--- config.mk ---
export PLATFORM = sky130hd
export DESIGN_NAME = agc_pwr_seq_flat
export DESIGN_NICKNAME = d
export VERILOG_FILES = /design/src/rtl/agc_pwr_seq_if.sv /design/src/rtl/agc_pwr_seq.sv /design/src/flat_wrapper.sv
export SDC_FILE = /design/constraint.sdc
export NUM_CORES = 1
export LEC_CHECK = 0
export CAP_MARGIN = 15
export CELL_PAD_IN_SITES_DETAIL_PLACEMENT = 0
export CELL_PAD_IN_SITES_GLOBAL_PLACEMENT = 1
export CORE_UTILIZATION = 47
export CTS_CLUSTER_SIZE = 28
export DETAILED_ROUTE_END_ITERATION = 16
export HOLD_SLACK_MARGIN = 0.08
export PLACE_DENSITY_LB_ADDON = 0.1
export SYNTH_ARGS = -nofsm -noshare
export SYNTH_HDL_FRONTEND = slang
export SYNTH_SLANG_ARGS = --single-unit
--- constraint.sdc ---
create_clock -name clk -period 6.8 [get_ports clk]
set_input_delay 0.68 -clock clk [delete_from_list [all_inputs] [get_ports clk]]
set_output_delay 0.68 -clock clk [all_outputs]
set_load 0.05 [all_outputs]
--- src/rtl/agc_pwr_seq_if.sv ---
// AGC power sequencer control/status bundle: lock/standby/power-cycle requests in,
// rail enables and sequencing status out.
interface agc_pwr_seq_if;
  logic       clk_locked;
  logic       sbyrel_n;
  logic       pwr_cyc;
  logic       p4vsw;
  logic       strt2;
  logic       sim_rst;
  logic       pwr_good;
  logic [2:0] state;

  modport master (
    output clk_locked, sbyrel_n, pwr_cyc,
    input  p4vsw, strt2, sim_rst, pwr_good, state
  );

  modport slave (
    input  clk_locked, sbyrel_n, pwr_cyc,
    output p4vsw, strt2, sim_rst, pwr_good, state
  );
endinterface

--- src/rtl/agc_pwr_seq.sv ---
// AGC power-up / standby / power-cycle sequencer with registered Moore outputs.
// Standby path (SBY, REST) is built only when AGC_PWR_SBY_EN is defined.
module agc_pwr_seq #(
  parameter int unsigned STRT2_CYC = 409600,
  parameter int unsigned SBY_DLY   = 2048,
  parameter int unsigned RST_CYC   = 4096
) (
  input  logic         clk,
  input  logic         rst_n,
  agc_pwr_seq_if.slave bus
);

  typedef enum logic [2:0] {
    StOff   = 3'd0,
    StWlock = 3'd1,
    StHold  = 3'd2,
    StRun   = 3'd3,
    StSby   = 3'd4,
    StRest  = 3'd5,
    StCyc   = 3'd6
  } state_e;

  // Terminal count for a duration; 0 behaves as 1, clamped to the 19-bit range.
  function automatic logic [18:0] last_of(int unsigned p);
    int unsigned e;
    e = (p == 32'd0) ? 32'd1 : p;
    if (e > 32'd524288) e = 32'd524288;
    return 19'(e - 32'd1);
  endfunction

  localparam logic [18:0] HoldLast = last_of(STRT2_CYC);
  localparam logic [18:0] RstLast  = last_of(RST_CYC);
`ifdef AGC_PWR_SBY_EN
  localparam logic [18:0] SbyLast  = last_of(SBY_DLY);
`else
  logic unused_sbyrel_n;
  assign unused_sbyrel_n = bus.sbyrel_n;
`endif

  state_e      state_q, state_d;
  logic [18:0] cnt_q, cnt_d, cnt_inc;
  logic        p4vsw_q, p4vsw_d;
  logic        strt2_q, strt2_d;
  logic        sim_rst_q, sim_rst_d;
  logic        pwr_good_q, pwr_good_d;

  assign cnt_inc = (cnt_q == '1) ? cnt_q : cnt_q + 19'd1;

  always_comb begin
    state_d = state_q;
    cnt_d   = cnt_q;
    unique case (state_q)
      StOff:   state_d = StWlock;
      StWlock: if (bus.clk_locked) state_d = StHold;
      StHold: begin
        if (!bus.clk_locked)      state_d = StWlock;
        else if (bus.pwr_cyc)     state_d = StCyc;
        else if (cnt_q >= HoldLast) state_d = StRun;
        else                      cnt_d = cnt_inc;
      end
      StRun: begin
        if (!bus.clk_locked)  state_d = StWlock;
        else if (bus.pwr_cyc) state_d = StCyc;
`ifdef AGC_PWR_SBY_EN
        else if (bus.sbyrel_n) cnt_d = '0;
        else if (cnt_q >= SbyLast) state_d = StSby;
        else                  cnt_d = cnt_inc;
`endif
      end
`ifdef AGC_PWR_SBY_EN
      StSby: begin
        if (!bus.clk_locked)  state_d = StWlock;
        else if (bus.pwr_cyc) state_d = StCyc;
        else if (!bus.sbyrel_n) cnt_d = '0;
        else if (cnt_q >= SbyLast) state_d = StRest;
        else                  cnt_d = cnt_inc;
      end
      StRest: begin
        if (!bus.clk_locked)  state_d = StWlock;
        else if (bus.pwr_cyc) state_d = StCyc;
        else if (cnt_q >= RstLast) state_d = StRun;
        else                  cnt_d = cnt_inc;
      end
`endif
      StCyc: begin
        // Lock loss and further pwr_cyc pulses are ignored while the rail is down.
        if (cnt_q >= RstLast) state_d = StWlock;
        else                  cnt_d = cnt_inc;
      end
      default: state_d = StOff;
    endcase
    if (state_d != state_q) cnt_d = '0;
  end

  // Outputs decoded from the next state so the registers track state_q exactly.
  always_comb begin
    p4vsw_d    = 1'b1;
    strt2_d    = 1'b1;
    sim_rst_d  = 1'b1;
    pwr_good_d = 1'b0;
    unique case (state_d)
      StOff, StWlock: ;
      StHold:  sim_rst_d = 1'b0;
      StRun: begin
        strt2_d    = 1'b0;
        sim_rst_d  = 1'b0;
        pwr_good_d = 1'b1;
      end
      StSby: begin
        p4vsw_d   = 1'b0;
        sim_rst_d = 1'b0;
      end
      StRest:  sim_rst_d = 1'b0;
      StCyc:   p4vsw_d = 1'b0;
      default: ;
    endcase
  end

  always_ff @(posedge clk or negedge rst_n) begin
    if (!rst_n) begin
      state_q    <= StOff;
      cnt_q      <= '0;
      p4vsw_q    <= 1'b1;
      strt2_q    <= 1'b1;
      sim_rst_q  <= 1'b1;
      pwr_good_q <= 1'b0;
    end else begin
      state_q    <= state_d;
      cnt_q      <= cnt_d;
      p4vsw_q    <= p4vsw_d;
      strt2_q    <= strt2_d;
      sim_rst_q  <= sim_rst_d;
      pwr_good_q <= pwr_good_d;
    end
  end

  assign bus.p4vsw    = p4vsw_q;
  assign bus.strt2    = strt2_q;
  assign bus.sim_rst  = sim_rst_q;
  assign bus.pwr_good = pwr_good_q;
  assign bus.state    = state_q;

endmodule

--- src/flat_wrapper.sv ---
// flat-port wrapper written by rule: the top's interface ports become plain ports
module agc_pwr_seq_flat 
#(
  parameter int unsigned STRT2_CYC = 409600,
  parameter int unsigned SBY_DLY   = 2048,
  parameter int unsigned RST_CYC   = 4096
)
  (clk, rst_n, bus_clk_locked, bus_sbyrel_n, bus_pwr_cyc, bus_p4vsw, bus_strt2, bus_sim_rst, bus_pwr_good, bus_state);
  agc_pwr_seq_if bus_i ();
  input  logic clk;
  input  logic rst_n;
  input wire logic [$bits(bus_i.clk_locked)-1:0] bus_clk_locked;
  input wire logic [$bits(bus_i.sbyrel_n)-1:0] bus_sbyrel_n;
  input wire logic [$bits(bus_i.pwr_cyc)-1:0] bus_pwr_cyc;
  output wire logic [$bits(bus_i.p4vsw)-1:0] bus_p4vsw;
  output wire logic [$bits(bus_i.strt2)-1:0] bus_strt2;
  output wire logic [$bits(bus_i.sim_rst)-1:0] bus_sim_rst;
  output wire logic [$bits(bus_i.pwr_good)-1:0] bus_pwr_good;
  output wire logic [$bits(bus_i.state)-1:0] bus_state;
  assign bus_i.clk_locked = bus_clk_locked;
  assign bus_i.sbyrel_n = bus_sbyrel_n;
  assign bus_i.pwr_cyc = bus_pwr_cyc;
  assign bus_p4vsw = bus_i.p4vsw;
  assign bus_strt2 = bus_i.strt2;
  assign bus_sim_rst = bus_i.sim_rst;
  assign bus_pwr_good = bus_i.pwr_good;
  assign bus_state = bus_i.state;
  agc_pwr_seq #(.STRT2_CYC(STRT2_CYC), .SBY_DLY(SBY_DLY), .RST_CYC(RST_CYC)) u_core (.clk(clk), .rst_n(rst_n), .bus(bus_i));
endmodule
==> metrics.md, run 1 <==
| Metric | Value |
|---|---|
| Area delta synth->final | `12.1%` |
| Crit Path Max Fanout | `13` |
| Reg2reg start | `u_core.bus.state[1]$_DFF_PN0_` |
| Fin crit share | `40.7%` |
| Worst Setup Start Kind | `primary input` |
| RePlAce Congestion | `0.769` |
| Port Buffers | `10` |
| Drt wl/cell | `15.2 um` |
| Post-Place Worst Slack | `3.69 ns` |
| CP Class | `in2reg` |
| Die area | `3330 um2` |
| DRT iter0 DRCs | `37` |
| PwrDens | `243 nW/um2` |
| Origin of the worst setup path | `bus_pwr_cyc` |
| N_diodes | `0` |
| Share of layout cells above drive strength 1 | `12.3%` |
| Vias | `1184` |
| Post-synth EDFFs | `0` |
| DP Cell Count | `189` |
| Antenna-violating nets left | `0` |
| Nets | `169` |
| Synth Area per Inst | `9.67 um2` |
| Crit. End Element | `flop` |
| Crit path DAT | `3.02 ns` |
| DRT Wirelength | `2.94 mm` |
| Die Ht | `57.7 um` |
| Clock Tree Buf Depth | `2` |
| Net switching fraction of the power | `33.5%` |
| Pint | `0.000265 W` |
| Placed Area | `1580 um2` |
| Vias in the first global route | `1206` |
| Violated checks | `design-rule violations` |
| Worst path slowest cell | `a211oi_4` |
| Post-synthesis net count | `157` |
| Post-synthesis register bit count | `26` |
| Worst-margin pin slew | `0.599 ns` |
| FFs w/ async S/R, synth | `100%` |
| Cell family with the largest share of critical-path delay | `compound AO/OA/AOI/OAI gates` |
| # setup viols final | `0` |
| Met2 wire length | `1.51 mm` |
| DRT Pass-1 Iters | `10` |
| Commonest non-fill, non-tap cell in the layout | `dfrtp_1` |
| Clk_lat worst skew | `0.32 ns` |
| Final instance area | `1640 um2` |
| Gate count of the mapped netlist | `151` |
| Final WS setup | `4.04 ns` |
| Unrepaired setup endpoints after global routing | `false` |
| Synthesized area | `1460 um2` |
| Worst path required time | `7.05 ns` |
| DR top layer | `met4` |
| Crit-path cells | `clkdlybuf4s50_1, or3b_4, a2bb2oi_2, a211oi_4, o211ai_4, or4_1, a21oi_1` |
| Total negative slack | `0 ns` |
| Lkg Pwr | `0.653 nW` |
| IO Pins | `12` |
| Hold Fails Final Rpt | `0` |
| Drt via density | `6.13` |
| Final Non-Filler Cells | `193` |
| Sw power | `0.000133 W` |
| Reg area | `654 um2` |
| Largest net degree at the start of global routing | `27` |
| Post-CTS Hold Buffers | `0` |
| DRC | `2` |
| Max-Cap Viols | `0` |
| Initial antenna violation count | `0` |
| Max Clk Rate | `362 MHz` |
| Hold Startpoint | `u_core.cnt_q[8]$_DFFE_PN0P_` |
| Maximum vdd drop | `0.000150 V` |
| Cell Rows | `19` |
| Warnings, synthesis | `0` |
| Most frequent cells in the layout | `dfrtp_1 (23), nor2_1 (18), nand2_1 (10), clkdlybuf4s50_1 (10), a21oi_1 (9)` |
| Power Total | `0.000398 W` |
| Filler Cells Inserted | `263` |
| Total CTS buffers | `3` |
| Clk root buf | `clkbuf_4` |
| Clk_skew | `0.00809 ns` |
| Post-CTS setup buffers | `0` |
| Total global routing overflow | `0` |
| Rel. slew slack | `60.0%` |
| Initial Util | `51.2%` |
| Tot GR Track Use | `20.2%` |
| Logic pwr share | `27.9%` |
| Clock Power Share | `26.6%` |
| Met1 WL | `1.29 mm` |
| Seq/Total Area, Yosys | `44.8%` |
| Worst-path clk slew | `0.15 ns` |
| Unique cell type count in the Yosys netlist | `43` |
| DR WL met3 | `100 um` |
| Final Slew Violations | `0` |
| Final min period | `2.76 ns` |
| Die Width | `57.7 um` |
| First-pass GRT wire length | `5.17 mm` |
| H-tree depth | `1` |
| Largest stage delay on the critical path | `0.47 ns` |
| Resize count post-CTS | `0` |
| Clock Sinks | `26` |
| CTS tree | `built` |
| Hold Crit Class | `reg2reg` |
| Core Area | `2850 um2` |
| Critical path buffers and inverters | `1` |
| Post-DP HPWL | `2.01 mm` |
| Reg power frac | `45.5%` |
| Synth Flop Type | `dfrtp_1` |
| Status | `finished, violations left` |
| Multi-input logic area | `761 um2` |
==> area by class of cell <==
| cell class | instances | area share [%] |
|---|---|---|
| Timing Repair Buffer | 11 | 6.57 |
| Sequential cell | 26 | 40.0 |
| Clock buffer | 3 | 1.38 |
| Inverter | 6 | 1.38 |
| Clock inverter | 1 | 1.83 |
| Tap cell | 31 | 2.37 |
| Multi-Input combinational cell | 115 | 46.5 |
==> power by group through the flow <==
stage | registers [W] | logic [W] | clock network (W)
finish | 0.000181 | 0.000111 | 0.000106
detailed placement | 0.000184 | 0.000112 | 0
floorplan | 0.000210 | 0.0000511 | 0
global route | 0.000183 | 0.000119 | 0.000115
global placement | 0.000183 | 0.000111 | 0
CTS | 0.000181 | 0.000113 | 0.000110
==> path summary, 6_finish.rpt <==
kind                       slack, ns  cells after the start                       endpoint
hold / removal                  0.57                      2    u_core.cnt_q[8]$_DFFE_PN0P_
min in group asynchronous       0.71                      2  u_core.bus.state[0]$_DFF_PN0_
hold reg to reg                 0.57                      2    u_core.cnt_q[8]$_DFFE_PN0P_
setup / recovery                4.04                      7   u_core.cnt_q[17]$_DFFE_PN0P_
max in group asynchronous       5.79                      2     u_core.bus.p4vsw$_DFF_PN1_
setup reg to reg                4.25                      6   u_core.cnt_q[17]$_DFFE_PN0P_
==> kinds of logic (layout without fill, tap and decap cells) <==
group,count (synthesis),in the layout,synth area share (%)
simple gates,64,64,23.5
compound gates,40,40,21.8
flops,26,26,44.8
xor+xnor,10,10,6.00
buf+inv,10,21,3.08
fa+ha+maj,1,1,0.857
==> cells in the mapped netlist (all sizes together), types with 4 or more instances <==
library cell	number	area share, %
nor2	18	4.6
or2	4	1.7
dfrtp	23	39
a31oi	4	1.7
xor2	7	4.2
nor3	4	1.4
o211ai	4	3.0
nand4	4	1.7
nand3	5	1.7
a21oi	9	3.1
o21ai	8	2.7
inv	6	1.5
nand2	10	2.6
==> metrics by stage <==
step,util (%),hold WS (ns)
2_1_floorplan,-,0.384
3_3_place_gp,55.5,0.527
3_5_place_dp,55.5,0.535
4_1_cts,57.4,0.570
5_1_grt,57.4,0.600
6_report,57.4,0.565
==> per-layer routing <==
metal	track usage (%)	vias up
met2	37.0	30
met3	2.23	4
met5	0	-
met4	9.52	0
met1	23.6	578
li1	-	572
==> registers in the layout, indices dropped and copies added (netlist names) <==
| name | flops |
|---|---|
| u_core.bus.strt2 | 1 |
| u_core.bus.sim_rst | 1 |
| u_core.cnt_q | 19 |
| u_core.bus.state | 3 |
| u_core.bus.pwr_good | 1 |
| u_core.bus.p4vsw | 1 |
==> worst min-delay path, cell delays in order (launching register included) <==
cell and delay, ns:
dfrtp_1 0.39, xor2_1 0.07, nor2_1 0.08
(Power assumes the default switching activity.)
==> inputs of run 2 (changes only) <==
--- a/config.mk
+++ b/config.mk
@@ -8,7 +8,7 @@
 export CAP_MARGIN = 15
 export CELL_PAD_IN_SITES_DETAIL_PLACEMENT = 0
 export CELL_PAD_IN_SITES_GLOBAL_PLACEMENT = 1
-export CORE_UTILIZATION = 47
+export CORE_UTILIZATION = 44
 export CTS_CLUSTER_SIZE = 28
 export DETAILED_ROUTE_END_ITERATION = 16
 export HOLD_SLACK_MARGIN = 0.08
==> constraint.sdc (replaced) <==
create_clock -name clk -period 2.6 [get_ports clk]
set_input_delay 0.26 -clock clk [delete_from_list [all_inputs] [get_ports clk]]
set_output_delay 0.26 -clock clk [all_outputs]
set_load 0.05 [all_outputs]
==> run 2 against run 1 <==
Against the previous run: the flow now finishes without violations; clock power grew 63%; hold slack lost 0.26 ns; via count shrank 2.5%; register-to-register slack lost 3.9 ns; clock skew shrank 0.0034 ns; wire length shrank 3.9%; sequential power grew 150%; critical path depth shrank 1; critical endpoint is now u_core.cnt_q[13]$_DFFE_PN0P_.
==> metrics.md, run 2 (synthesis gave the netlist of run 1 again) <==
| Metric | Value |
|---|---|
| Total CTS buffers | `3 (unchanged)` |
| Clock Sinks | `26 (unchanged)` |
| Total negative slack | `0 ns (unchanged)` |
| Hold Crit Class | `in2async` |
| Core Area | `3100 um2 (+8.8%)` |
| RePlAce Congestion | `0.759 (-1.2%)` |
| Crit path DAT | `2.49 ns (-0.53 ns)` |
| Post-Place Worst Slack | `0.147 ns (-3.54 ns)` |
| Max FFs per register | `19 (unchanged)` |
| Cell family with the largest share of critical-path delay | `simple AND/OR/NAND/NOR gates` |
| # setup viols final | `0 (unchanged)` |
| Resize count post-CTS | `0 (unchanged)` |
| CTS tree | `built` |
| Clk_skew | `0.00469 ns (-0.00340 ns)` |
| Clock Power Share | `17.7% (-8.9 points)` |
| Nets | `174 (+3.0%)` |
| Initial antenna violation count | `0 (unchanged)` |
| Most frequent cells in the layout | `dfrtp_1 (23), nor2_1 (18), nand2_1 (10), clkdlybuf4s50_1 (10), a21oi_1 (9)` |
| Crit-path cells | `nor4_2, a2bb2oi_2, a211oi_4, o211ai_4, or4_1, a21oi_1` |
| Unrepaired setup endpoints after global routing | `false` |
| Worst path slowest cell | `dfrtp_1` |
| DRT iter0 DRCs | `27 (-27%)` |
| Lkg Pwr | `0.670 nW (+2.7%)` |
| Die Ht | `59.6 um (+3.2%)` |
| Initial Util | `47.1% (-4.1 points)` |
| Vias in the first global route | `1090 (-9.6%)` |
| Antenna-violating nets left | `0 (unchanged)` |
| Final Slew Violations | `0 (unchanged)` |
| Die area | `3550 um2 (+6.6%)` |
| Rel. slew slack | `60.0% (about the same)` |
| Commonest non-fill, non-tap cell in the layout | `dfrtp_1` |
| Status | `finished clean` |
| DRT Wirelength | `2.82 mm (-3.9%)` |
| CP Class | `reg2reg` |
| PwrDens | `586 nW/um2 (+140%)` |
| Drt wl/cell | `13.4 um (-12%)` |
| N_diodes | `0 (unchanged)` |
| DP Cell Count | `207 (+9.5%)` |
| Hold slack | `0.303 ns (-0.262 ns)` |
| Worst-path clk slew | `0.13 ns (-0.02 ns)` |
| Worst-margin pin slew | `0.598 ns (-0.000427 ns)` |
| Logic pwr share | `36.4% (+8.5 points)` |
| DRC | `0 (-2)` |
| Post-DP HPWL | `2.13 mm (+6.0%)` |
| H-tree depth | `1 (unchanged)` |
| Sw power | `0.000346 W (+160%)` |
| Crit. End Element | `flop` |
| Area delta synth->final | `14.8%` |
| Max Clk Rate | `446 MHz` |
| Clock Tree Buf Depth | `2 (unchanged)` |
| Die Width | `59.6 um (+3.2%)` |
| Clk_lat worst skew | `0.32 ns (about the same)` |
| Fin crit share | `86.1%` |
| Reg power frac | `45.9% (+0.4 points)` |
| First-pass GRT wire length | `4.91 mm (-5.1%)` |
| Cell Rows | `20 (+1)` |
| DRT Pass-1 Iters | `4 (-6)` |
| Maximum vdd drop | `0.000364 V (+140%)` |
| Post-CTS setup buffers | `0 (unchanged)` |
| Final min period | `2.24 ns` |
| Clk root buf | `clkbuf_4` |
| Drt via density | `5.47 (-11%)` |
| Pint | `0.000636 W (+140%)` |
| IO Pins | `12 (unchanged)` |
| Worst path required time | `2.85 ns (-4.20 ns)` |
| Post-CTS Hold Buffers | `0 (unchanged)` |
| Tot GR Track Use | `18.4% (-1.8 points)` |
| Max-Cap Viols | `0 (unchanged)` |
| Total global routing overflow | `0 (unchanged)` |
| Top reg by flops | `u_core.cnt_q` |
| Largest net degree at the start of global routing | `19 (-30%)` |
| Final WS setup | `0.360 ns (-3.67 ns)` |
| Critical path buffers and inverters | `0 (-1)` |
| Filler Cells Inserted | `311 (+18%)` |
| Largest stage delay on the critical path | `0.49 ns (+0.02 ns)` |
| Crit Path Max Fanout | `13 (unchanged)` |
| Share of layout cells above drive strength 1 | `14.4% (+2.0 points)` |
| Port Buffers | `10 (unchanged)` |
| Final Non-Filler Cells | `211 (+9.3%)` |
| Net switching fraction of the power | `35.2% (+1.7 points)` |
| Vias | `1154 (-2.5%)` |
| Hold Fails Final Rpt | `0 (unchanged)` |
| Worst Setup Start Kind | `flop` |
==> run 2: final cells by class <==
cell class                 count  area, um2  area share [%]
inverter                       6       22.5            1.34
clock buffer                   4       26.3            1.57
timing repair buffer          16        158            9.40
multi-input combinational    115        761            45.4
sequential                    26        654            39.0
tap                           44       55.1            3.28
==> run 2: power by group through the flow <==
stage | logic, W | registers [W] | clock network, W
6_report | 0.000358 | 0.000451 | 0.000173
3_5_place_dp | 0.000361 | 0.000460 | 0
4_1_cts | 0.000364 | 0.000452 | 0.000180
5_1_grt | 0.000387 | 0.000455 | 0.000201
2_1_floorplan | 0.000134 | 0.000550 | 0
3_3_place_gp | 0.000357 | 0.000459 | 0
==> run 2: final timing paths <==
check,start,endpoint,slack (ns),cells after the start
max,u_core.cnt_q[17]$_DFFE_PN0P_,u_core.cnt_q[13]$_DFFE_PN0P_,0.36,6
min,rst_n,u_core.cnt_q[4]$_DFFE_PN0P_,0.30,1
max reg2reg,u_core.cnt_q[17]$_DFFE_PN0P_,u_core.cnt_q[13]$_DFFE_PN0P_,0.36,6
min reg2reg,u_core.cnt_q[8]$_DFFE_PN0P_,u_core.cnt_q[8]$_DFFE_PN0P_,0.57,2
max in group asynchronous,rst_n,u_core.cnt_q[15]$_DFFE_PN0P_,1.69,2
min in group clk,u_core.cnt_q[8]$_DFFE_PN0P_,u_core.cnt_q[8]$_DFFE_PN0P_,0.57,2
==> run 2: metal layers <==
layer / vias to the layer above / GRT usage (%) / routed length (um)
met1: 544 / 24.7 / 1410
met2: 22 / 29.9 / 1300
met3: 2 / 4.80 / 98
met5: - / 0 / 0
met4: 0 / 3.99 / 20
li1: 586 / - / -
==> run 2: metrics by stage <==
step	power [W]	cell area [um2]	utilization, %
after detailed placement	0.000820	1650	53.2
after CTS	0.000997	1680	54.0
final	0.000982	1680	54.0
after floorplan	0.000684	1460	-
after global placement	0.000816	1650	53.2
after global routing	0.00104	1680	54.0
